### src/rtl/adxl362_spi_master.sv
// SPI master (CPOL=0, CPHA=0) for the ADXL362 accelerometer.
//
// Runs one transaction at a time: register write burst (0x0A), register read
// burst (0x0B) or FIFO read (0x0D). Bytes go out MSB-first. A transaction is
// CMD, then ADDR (omitted for FIFO reads), then length+1 data bytes. After the
// last bit SCLK stays low for CLK_DIV cycles before nCS rises, and nCS then
// stays high for CLK_DIV cycles before busy drops.
//
// Ports:
//   clk_16mhz  system clock, the only clock
//   reset      asynchronous active-high reset
//   start      request pulse, accepted only while busy=0
//   command    0x0A write, 0x0B read, 0x0D FIFO read
//   address    start register address, sent as {2'b00,address}
//   length     data bytes minus one
//   wr_data    next write byte, sampled in the wr_ack cycle
//   wr_ack     one-cycle pulse: wr_data consumed
//   rd_data    last received data byte
//   rd_valid   one-cycle pulse: rd_data updated
//   busy       transaction in progress, including the nCS idle gap
//   done       one-cycle pulse in the cycle nCS returns high
//   error      one-cycle pulse: start with an unsupported command
//   SCLK/MOSI/MISO/nCS  SPI pins

module adxl362_spi_master #(
  parameter int unsigned CLK_DIV = 4,
  parameter int unsigned LEN_W   = 4
) (
  input  logic             clk_16mhz,
  input  logic             reset,
  input  logic             start,
  input  logic [7:0]       command,
  input  logic [5:0]       address,
  input  logic [LEN_W-1:0] length,
  input  logic [7:0]       wr_data,
  output logic             wr_ack,
  output logic [7:0]       rd_data,
  output logic             rd_valid,
  output logic             busy,
  output logic             done,
  output logic             error,
  output logic             SCLK,
  output logic             MOSI,
  input  logic             MISO,
  output logic             nCS
);

  localparam int unsigned   CntW    = (CLK_DIV > 1) ? $clog2(CLK_DIV) : 1;
  localparam logic [CntW-1:0] CntLast = CntW'(CLK_DIV - 1);

  localparam logic [7:0] CmdWrite = 8'h0A;
  localparam logic [7:0] CmdRead  = 8'h0B;
  localparam logic [7:0] CmdFifo  = 8'h0D;

  typedef enum logic [1:0] {StIdle, StShift, StHold, StGap} state_e;
  typedef enum logic [1:0] {ByteCmd, ByteAddr, ByteData} byte_e;

  state_e           state_q, state_d;
  byte_e            byte_q, byte_d;
  logic [7:0]       cmd_q, cmd_d;
  logic [5:0]       addr_q, addr_d;
  logic [LEN_W-1:0] len_q, len_d;
  logic [CntW-1:0]  cnt_q, cnt_d;
  logic [2:0]       bit_q, bit_d;
  logic [LEN_W:0]   data_cnt_q, data_cnt_d;
  logic [7:0]       tx_q, tx_d;
  logic [7:0]       rx_q, rx_d;
  logic             sclk_q, sclk_d;
  logic             ncs_q, ncs_d;
  logic             busy_q, busy_d;
  logic             done_q, done_d;
  logic             error_q, error_d;
  logic             rd_valid_q, rd_valid_d;
  logic [7:0]       rd_data_q, rd_data_d;

  logic tick;
  logic high_end;
  logic byte_end;
  logic last_data;
  logic is_write;
  logic cmd_legal;

  assign tick      = (cnt_q == CntLast);
  assign high_end  = (state_q == StShift) && tick && sclk_q;
  assign byte_end  = high_end && (bit_q == 3'd7);
  assign last_data = (byte_q == ByteData) && (data_cnt_q == {1'b0, len_q});
  assign is_write  = (cmd_q == CmdWrite);
  assign cmd_legal = (command == CmdWrite) || (command == CmdRead) || (command == CmdFifo);

  // A write data byte is loaded at the end of the preceding byte; the ack marks that cycle.
  assign wr_ack = byte_end && is_write && (byte_q != ByteCmd) && !last_data;

  always_comb begin
    state_d    = state_q;
    byte_d     = byte_q;
    cmd_d      = cmd_q;
    addr_d     = addr_q;
    len_d      = len_q;
    cnt_d      = cnt_q;
    bit_d      = bit_q;
    data_cnt_d = data_cnt_q;
    tx_d       = tx_q;
    rx_d       = rx_q;
    sclk_d     = sclk_q;
    ncs_d      = ncs_q;
    busy_d     = busy_q;
    done_d     = 1'b0;
    error_d    = 1'b0;
    rd_valid_d = 1'b0;
    rd_data_d  = rd_data_q;

    unique case (state_q)
      StIdle: begin
        if (start) begin
          if (cmd_legal) begin
            cmd_d      = command;
            addr_d     = address;
            len_d      = length;
            tx_d       = command;
            cnt_d      = '0;
            bit_d      = 3'd0;
            sclk_d     = 1'b0;
            byte_d     = ByteCmd;
            data_cnt_d = '0;
            ncs_d      = 1'b0;
            busy_d     = 1'b1;
            state_d    = StShift;
          end else begin
            error_d = 1'b1;
          end
        end
      end

      StShift: begin
        if (!tick) begin
          cnt_d = cnt_q + CntW'(1);
        end else begin
          cnt_d = '0;
          if (!sclk_q) begin
            sclk_d = 1'b1;
          end else begin
            // End of high half: sample MISO, drop SCLK, present the next MOSI bit.
            sclk_d = 1'b0;
            rx_d   = {rx_q[6:0], MISO};
            bit_d  = bit_q + 3'd1;
            if (bit_q != 3'd7) begin
              tx_d = {tx_q[6:0], 1'b0};
            end else begin
              if ((byte_q == ByteData) && !is_write) begin
                rd_data_d  = {rx_q[6:0], MISO};
                rd_valid_d = 1'b1;
              end
              unique case (byte_q)
                ByteCmd: begin
                  if (cmd_q == CmdFifo) begin
                    byte_d = ByteData;
                    tx_d   = 8'h00;
                  end else begin
                    byte_d = ByteAddr;
                    tx_d   = {2'b00, addr_q};
                  end
                end
                ByteAddr: begin
                  byte_d = ByteData;
                  tx_d   = is_write ? wr_data : 8'h00;
                end
                ByteData: begin
                  if (last_data) begin
                    tx_d    = 8'h00;
                    state_d = StHold;
                  end else begin
                    data_cnt_d = data_cnt_q + 1'b1;
                    tx_d       = is_write ? wr_data : 8'h00;
                  end
                end
                default: begin
                  state_d = StIdle;
                end
              endcase
            end
          end
        end
      end

      StHold: begin
        if (tick) begin
          cnt_d   = '0;
          ncs_d   = 1'b1;
          done_d  = 1'b1;
          state_d = StGap;
        end else begin
          cnt_d = cnt_q + CntW'(1);
        end
      end

      StGap: begin
        if (tick) begin
          cnt_d   = '0;
          busy_d  = 1'b0;
          state_d = StIdle;
        end else begin
          cnt_d = cnt_q + CntW'(1);
        end
      end

      default: begin
        state_d = StIdle;
      end
    endcase
  end

  always_ff @(posedge clk_16mhz or posedge reset) begin
    if (reset) begin
      state_q    <= StIdle;
      byte_q     <= ByteCmd;
      cmd_q      <= 8'h00;
      addr_q     <= 6'h00;
      len_q      <= '0;
      cnt_q      <= '0;
      bit_q      <= 3'd0;
      data_cnt_q <= '0;
      tx_q       <= 8'h00;
      rx_q       <= 8'h00;
      sclk_q     <= 1'b0;
      ncs_q      <= 1'b1;
      busy_q     <= 1'b0;
      done_q     <= 1'b0;
      error_q    <= 1'b0;
      rd_valid_q <= 1'b0;
      rd_data_q  <= 8'h00;
    end else begin
      state_q    <= state_d;
      byte_q     <= byte_d;
      cmd_q      <= cmd_d;
      addr_q     <= addr_d;
      len_q      <= len_d;
      cnt_q      <= cnt_d;
      bit_q      <= bit_d;
      data_cnt_q <= data_cnt_d;
      tx_q       <= tx_d;
      rx_q       <= rx_d;
      sclk_q     <= sclk_d;
      ncs_q      <= ncs_d;
      busy_q     <= busy_d;
      done_q     <= done_d;
      error_q    <= error_d;
      rd_valid_q <= rd_valid_d;
      rd_data_q  <= rd_data_d;
    end
  end

  assign SCLK     = sclk_q;
  assign MOSI     = tx_q[7];
  assign nCS      = ncs_q;
  assign busy     = busy_q;
  assign done     = done_q;
  assign error    = error_q;
  assign rd_valid = rd_valid_q;
  assign rd_data  = rd_data_q;

endmodule

### config.mk
export PLATFORM = sky130hd
export DESIGN_NAME = adxl362_spi_master
export DESIGN_NICKNAME = d
export VERILOG_FILES = /design/src/rtl/adxl362_spi_master.sv
export SDC_FILE = /design/constraint.sdc
export NUM_CORES = 1
export LEC_CHECK = 0
export CORE_UTILIZATION = 45
export DETAILED_ROUTE_END_ITERATION = 7
export PLACE_DENSITY_LB_ADDON = 0.1
export SLEW_MARGIN = 40
export SYNTH_ARGS = -nofsm -noshare
export SYNTH_HDL_FRONTEND = slang
export SYNTH_SLANG_ARGS = --single-unit
### constraint.sdc
create_clock -name clk_16mhz -period 2.2 [get_ports clk_16mhz]
set_clock_uncertainty 0.15 [all_clocks]
set_input_delay 0.22 -clock clk_16mhz [delete_from_list [all_inputs] [get_ports clk_16mhz]]
set_output_delay 0.22 -clock clk_16mhz [all_outputs]
set_load 0.03 [all_outputs]
# After elaboration in Yosys (flattened, before gate mapping)

Index checks and enable logic that the tools add are counted.

Flip-flop bits (word level): 61
Bits of input ports: 30
Logic and storage cells: 144

$add $sub $neg: 3
Eq/ne operators: 27
Multiplexer cells: 64
Bitwise operators: 1
Reduce and logical (&&, ||, !) cells: 32

Operator list:

| cell                                                            | count |
|---|---|
| 8-bit 2-to-1 mux                                                | 7 |
| 8-bit by 4-bit == test with 1-bit output, second input constant | 5 |
| 5-bit 2-to-1 mux                                                | 7 |
| 2-bit 2-to-1 mux                                                | 15 |
| 8-bit one-hot mux with 3 select lines                           | 1 |
| 1-bit 2-to-1 mux                                                | 18 |
| 2-bit != test, second input constant                            | 9 |
| 2-bit one-hot mux with 2 select lines                           | 4 |
| 8-bit one-hot mux with 2 select lines                           | 1 |
| 3-bit 2-to-1 mux                                                | 4 |
| 4-bit AND reduction                                             | 3 |
| 5-bit one-hot mux with 2 select lines                           | 1 |
| 5-bit AND reduction                                             | 2 |
| 9-bit AND reduction                                             | 1 |
| 2-bit == test, second input constant                            | 4 |
| 1-bit logical AND                                               | 8 |
| 2-bit one-hot mux with 4 select lines                           | 1 |
| 8-bit AND reduction                                             | 1 |
| 2-bit nonzero test                                              | 4 |
| 7-bit AND reduction                                             | 1 |
| 6-bit 2-to-1 mux                                                | 1 |
| 3-bit != test, second input constant                            | 2 |
| 1-bit one-hot mux with 2 select lines                           | 3 |
| 3-bit one-hot mux with 2 select lines                           | 1 |
| 18 further kinds                                                | 23 |

# Longest topological paths before layout

Depth after elaboration: 8
Mapped depth: 8
Depth with buffers taken out: 7

# Least setup slack after synthesis

No wires, ideal clock.

Path kind: register -> output
Start: register bit_q[0]
End: output port wr_ack
Data arrival time: 2.693 ns
Path slack: -0.863 ns
Stages on the path, launching flop included: 7
Path buffers: 0
Cell sequence: dfrtp_1 > ha_1 > ha_1 > inv_1 > nor2_1 > nand3_1 > a2111oi_0

Word-level cells in the longest chain between the ends: 5

RTL lines:

| element                        | RTL line | RTL |
|---|---|---|
| start: declaration             | 64       | `logic [2:0] bit_q, bit_d;` |
| start signal: assignment       | 238      | `bit_q <= bit_d;` |
| 3-bit == test                  | 85       | `assign byte_end = high_end && (bit_q == 3'd7);` |
| 1-bit logical AND              | 85       |  |
| 1-bit logical AND (3 in a row) | 91       | `assign wr_ack = byte_end && is_write && (byte_q != ByteCmd) && !last_data;` |
| end: declaration               | 36       | `output logic wr_ack,` |

No other way between the ends.

# Worst setup path after layout

Start: register bit_q[1]
End: register rd_data_q[1] (netlist: rd_data[1])

Word-level cells in the longest chain between the ends: 3

RTL lines:

| element                              | RTL line | RTL |
|---|---|---|
| 3-bit != test                        | 146      | `if (bit_q != 3'd7) begin` |
| 1-bit inverter (no source line)      | --       |  |
| 5-bit AND reduction (no source line) | --       |  |
| end signal: assignment               | 248      | `rd_data_q <= rd_data_d;` |
| end: declaration                     | 74       | `logic [7:0] rd_data_q, rd_data_d;` |

No other way between the ends.
A chain may end at the register's enable or synchronous reset.

==> impl_metrics.csv <==
group,metric,value,unit
global_route,antenna_found_initial,0,
power_and_ir_drop,power_density,566,nW/µm²
yosys,synthMuxAreaShare,6.83,%
floorplan,die_h,83.0,µm
timing,timing.final.crit_share,98.3,%
global_route,grt.total_usage,21.0,%
yosys,ys_async_sr_fraction,100,%
power_and_ir_drop,ir_drop,0.476,mV
timing,hold_slack,0.109,ns
power_and_ir_drop,finalPower,0.00229,W
detailed_routing,dr.pass1.iters,5,
clock_tree,h-tree-depth,3,
setup_path,critPathTopFamily,"simple AND/OR/NAND/NOR gates",
yosys,synth_area,2950,µm²
yosys,synthFlopType,"dfrtp_1",
timing,max_freq,463,MHz
setup_path,slowest_stage,"dfrtp_1",
setup_path,crit_fanout,5,
clock_tree,clkSinkCount,61,
yosys,synthSimpleGateAreaFrac,19.7,%
yosys,synth_top_area_share,50.9,%
setup_path,max_stage_delay,0.35,ns
clock_tree,clkSlewWorstSetupHoldPaths,0.08,ns
setup_path,r2r_setup_slack,0.04,ns
clock_tree,cts_buffers,9,
clock_tree,clockRootBuffer,"clkbuf_8",
final_layout,area_delta_synth_final,36.9,%
detailed_routing,dr_total_vias,2421,
yosys,seq_area_frac_synth,51.8,%
final_layout,antenna_cells_inserted,0,
floorplan,core_region_area,6350,µm²
clock_tree,clockBufferDepth,2,
worst_hold_path,hold_path.class,"primary input to asynchronous set/reset pin",
timing,finalHoldViolCount,0,
yosys,synth_nets,323,
power_and_ir_drop,comb_power_share,6.4,%
yosys,syn-mean-instance-area,10.3,µm²
final_layout,utilization,63.6,%
final_layout,nets,400,
timing,final-setup-viol-count,0,
power_and_ir_drop,intPower,0.00175,W
yosys,ys_types,51,
yosys,synth_xor_xnor_area_share,1.48,%
yosys,ys_warn_count,0,
power_and_ir_drop,power_frac_clock,43.5,%
setup_path,r2r-start,"bit_q[1]",
power_and_ir_drop,p_switching,0.000539,W
placement,dpl.hpwl,4790,µm
power_and_ir_drop,p_sw_share,23.6,%
floorplan,die_w,83.0,µm
floorplan,ioPinCount,46,
setup_path,reg2regPathDepth,9,
floorplan,row_count,29,
final_layout,final_layout_size_suffix_gt1_share,24.2,%
yosys,netlist_instances,286,
timing,grt_setup_unrepaired,"true",
setup_path,timing.critical_path.mode_cell,"buf_6",
setup_path,path_cells,"ha_2, ha_4, inv_2, nor2_4, nand3_4, buf_6, nor3b_4, buf_6, mux2_4",
global_route,grt_pass1_vias,2424,
clock_tree,clk_latency,0.34,ns
yosys,synth-edff-count,0,
setup_path,cp-start-kind,"flip-flop",
setup_path,cp.depth,9,
placement,place_congestion,0.787,
power_and_ir_drop,p_leak,1.82,nW
setup_path,crit_type,"flip-flop to flip-flop",
setup_path,cp.buffers_inverters,3,
final_layout,final_common_cell,"dfrtp_1",
yosys,yosys.area.top_type,"dfrtp_1",
run,drv_cap,0,
timing,maxSlewHeadroom,54.6,%
setup_path,required,2.27,ns
global_route,grt_max_degree,62,
yosys,synth_top_family_by_area,"simple AND/OR/NAND/NOR gates",
detailed_routing,remaining_drc_errors,0,
final_layout,nFillCells,505,
detailed_routing,totalWireLength,6940,µm
clock_tree,cts_tree,"yes",
setup_path,crit_path_end_kind,"flip-flop",
setup_path,r2r-end,"rd_data[1]",
run_status,status,"complete, no violations",
detailed_routing,vias_per_cell,5.44,
final_layout,mostFrequentLayoutCells,"dfrtp_1 (60), nand2_1 (51), clkdlybuf4s50_1 (44)",
detailed_routing,wire_per_inst,15.6,µm
floorplan,die_area,6880,µm²
placement,io_buffers,45,
global_route,grt_overflow,0,
clock_tree,postCtsHoldBufs,0,
timing,finalCriticalPeriod,2.16,ns
timing,slew_viol_final,0,
yosys,synth_compound_area_share,14.4,%
yosys,ys_ff_latch,61,
timing,tns,0,ns
global_route,grt_pass1_wl,11500,µm
detailed_routing,ant_nets,0,
yosys,synthAdderAreaFrac,2.97,%
floorplan,initial_core_util,46.5,%
yosys,synthTopCellsByArea,"dfrtp_1 (51%), nand2_1 (6.5%), mux2_2 (6.5%), ha_1 (3.0%), nor2_1 (2.7%)",
timing,worst_pin_slew,0.675,ns
detailed_routing,drt_iter0_markers,152,
power_and_ir_drop,power_frac_seq,50.1,%
setup_path,cp.arrival,2.23,ns
-- Yosys cell counts (5+ instances only) --
cell	number
inv_1	9
a21oi_1	12
a221oi_1	5
nand2_1	51
dfrtp_1	60
and2_1	6
mux2_2	17
o31ai_1	8
nor3_1	5
ha_1	7
nor2_1	21
nor3b_1	5
o21ai_0	8
clkbuf_1	7
nand3_1	10
-- flip-flops by register name, summed over array words and instances, names as in the netlist, 3 cells and up, named ones only --
signal      flops
addr_q          6
bit_q           3
cmd_q           8
data_cnt_q      5
len_q           4
rd_data         8
rx_q            7
tx_q            8
-- power groups by stage --
stage / combinational (W) / clock, W / sequential (W)
after floorplan: 0.0000377 / 0 / 0.00118
after global placement: 0.000144 / 0 / 0.00116
after detailed placement: 0.000144 / 0 / 0.00116
after CTS: 0.000144 / 0.00102 / 0.00114
after global routing: 0.000159 / 0.00106 / 0.00115
final: 0.000147 / 0.000995 / 0.00114
-- logic make-up (layout without fill, tap and decap cells) --
logic type      count (synthesis)  count (layout)
simple gates                  117             117
flops                          61              61
compound gates                 57              57
buf+inv                        21             103
mux                            18              18
fa+ha+maj                       7               7
xor+xnor                        5               5
-- repair_timing --
item                       4_1_cts  5_1_grt
setup endpoints to repair        1       13
pin swaps                        2        5
buffers inserted                 4        2
gates cloned                     0        1
resized for setup                5       23
-- worst reg2reg max path, cell delays in order (launching register included) --
cell	delay (ns)
dfrtp_1	0.35
ha_2	0.20
ha_4	0.15
inv_2	0.05
nor2_4	0.13
nand3_4	0.10
buf_6	0.15
nor3b_4	0.27
buf_6	0.18
mux2_4	0.30
-- final cells by class --
class	instances	area (µm²)	area share [%]
clock buffer	9	124	3.07
clock inverter	7	75.1	1.86
inverter	9	33.8	0.836
multi-input combinational	204	1460	36.1
sequential	61	1530	37.8
tap	77	96.3	2.39
timing repair buffer	78	723	17.9
-- layer usage --
layer | global-route usage [%] | vias to the layer above | routed length, µm
met2 | 31.7 | 56 | 3210
met1 | 29.2 | 1179 | 3310
met3 | 3.98 | 12 | 299
met5 | 0 | - | 0
met4 | 10.3 | 0 | 119
li1 | - | 1174 | -
-- how the worst max path moves through the flow --
stage,start,to,slack [ns]
finish,bit_q[1],rd_data[1],0.04
global route,bit_q[1],rd_data[0],-0.05
CTS,bit_q[0],rd_data[7],0.02
detailed placement,command[1],data_cnt_q[1],-0.13
global placement,command[1],byte_q[0],-0.06
floorplan,bit_q[0],rd_data[0],0.02
-- per-stage QoR --
stage | cells | area [µm²] | worst slack [ns]
floorplan | 286 | 2970 | 0.0230
global placement | 423 | 3680 | -0.0567
detailed placement | 423 | 3680 | -0.132
CTS | 442 | 3920 | 0.0187
global route | 445 | 4040 | -0.0507
finish | 445 | 4040 | 0.0379
Note: power is estimated with default switching activity, not from simulation.
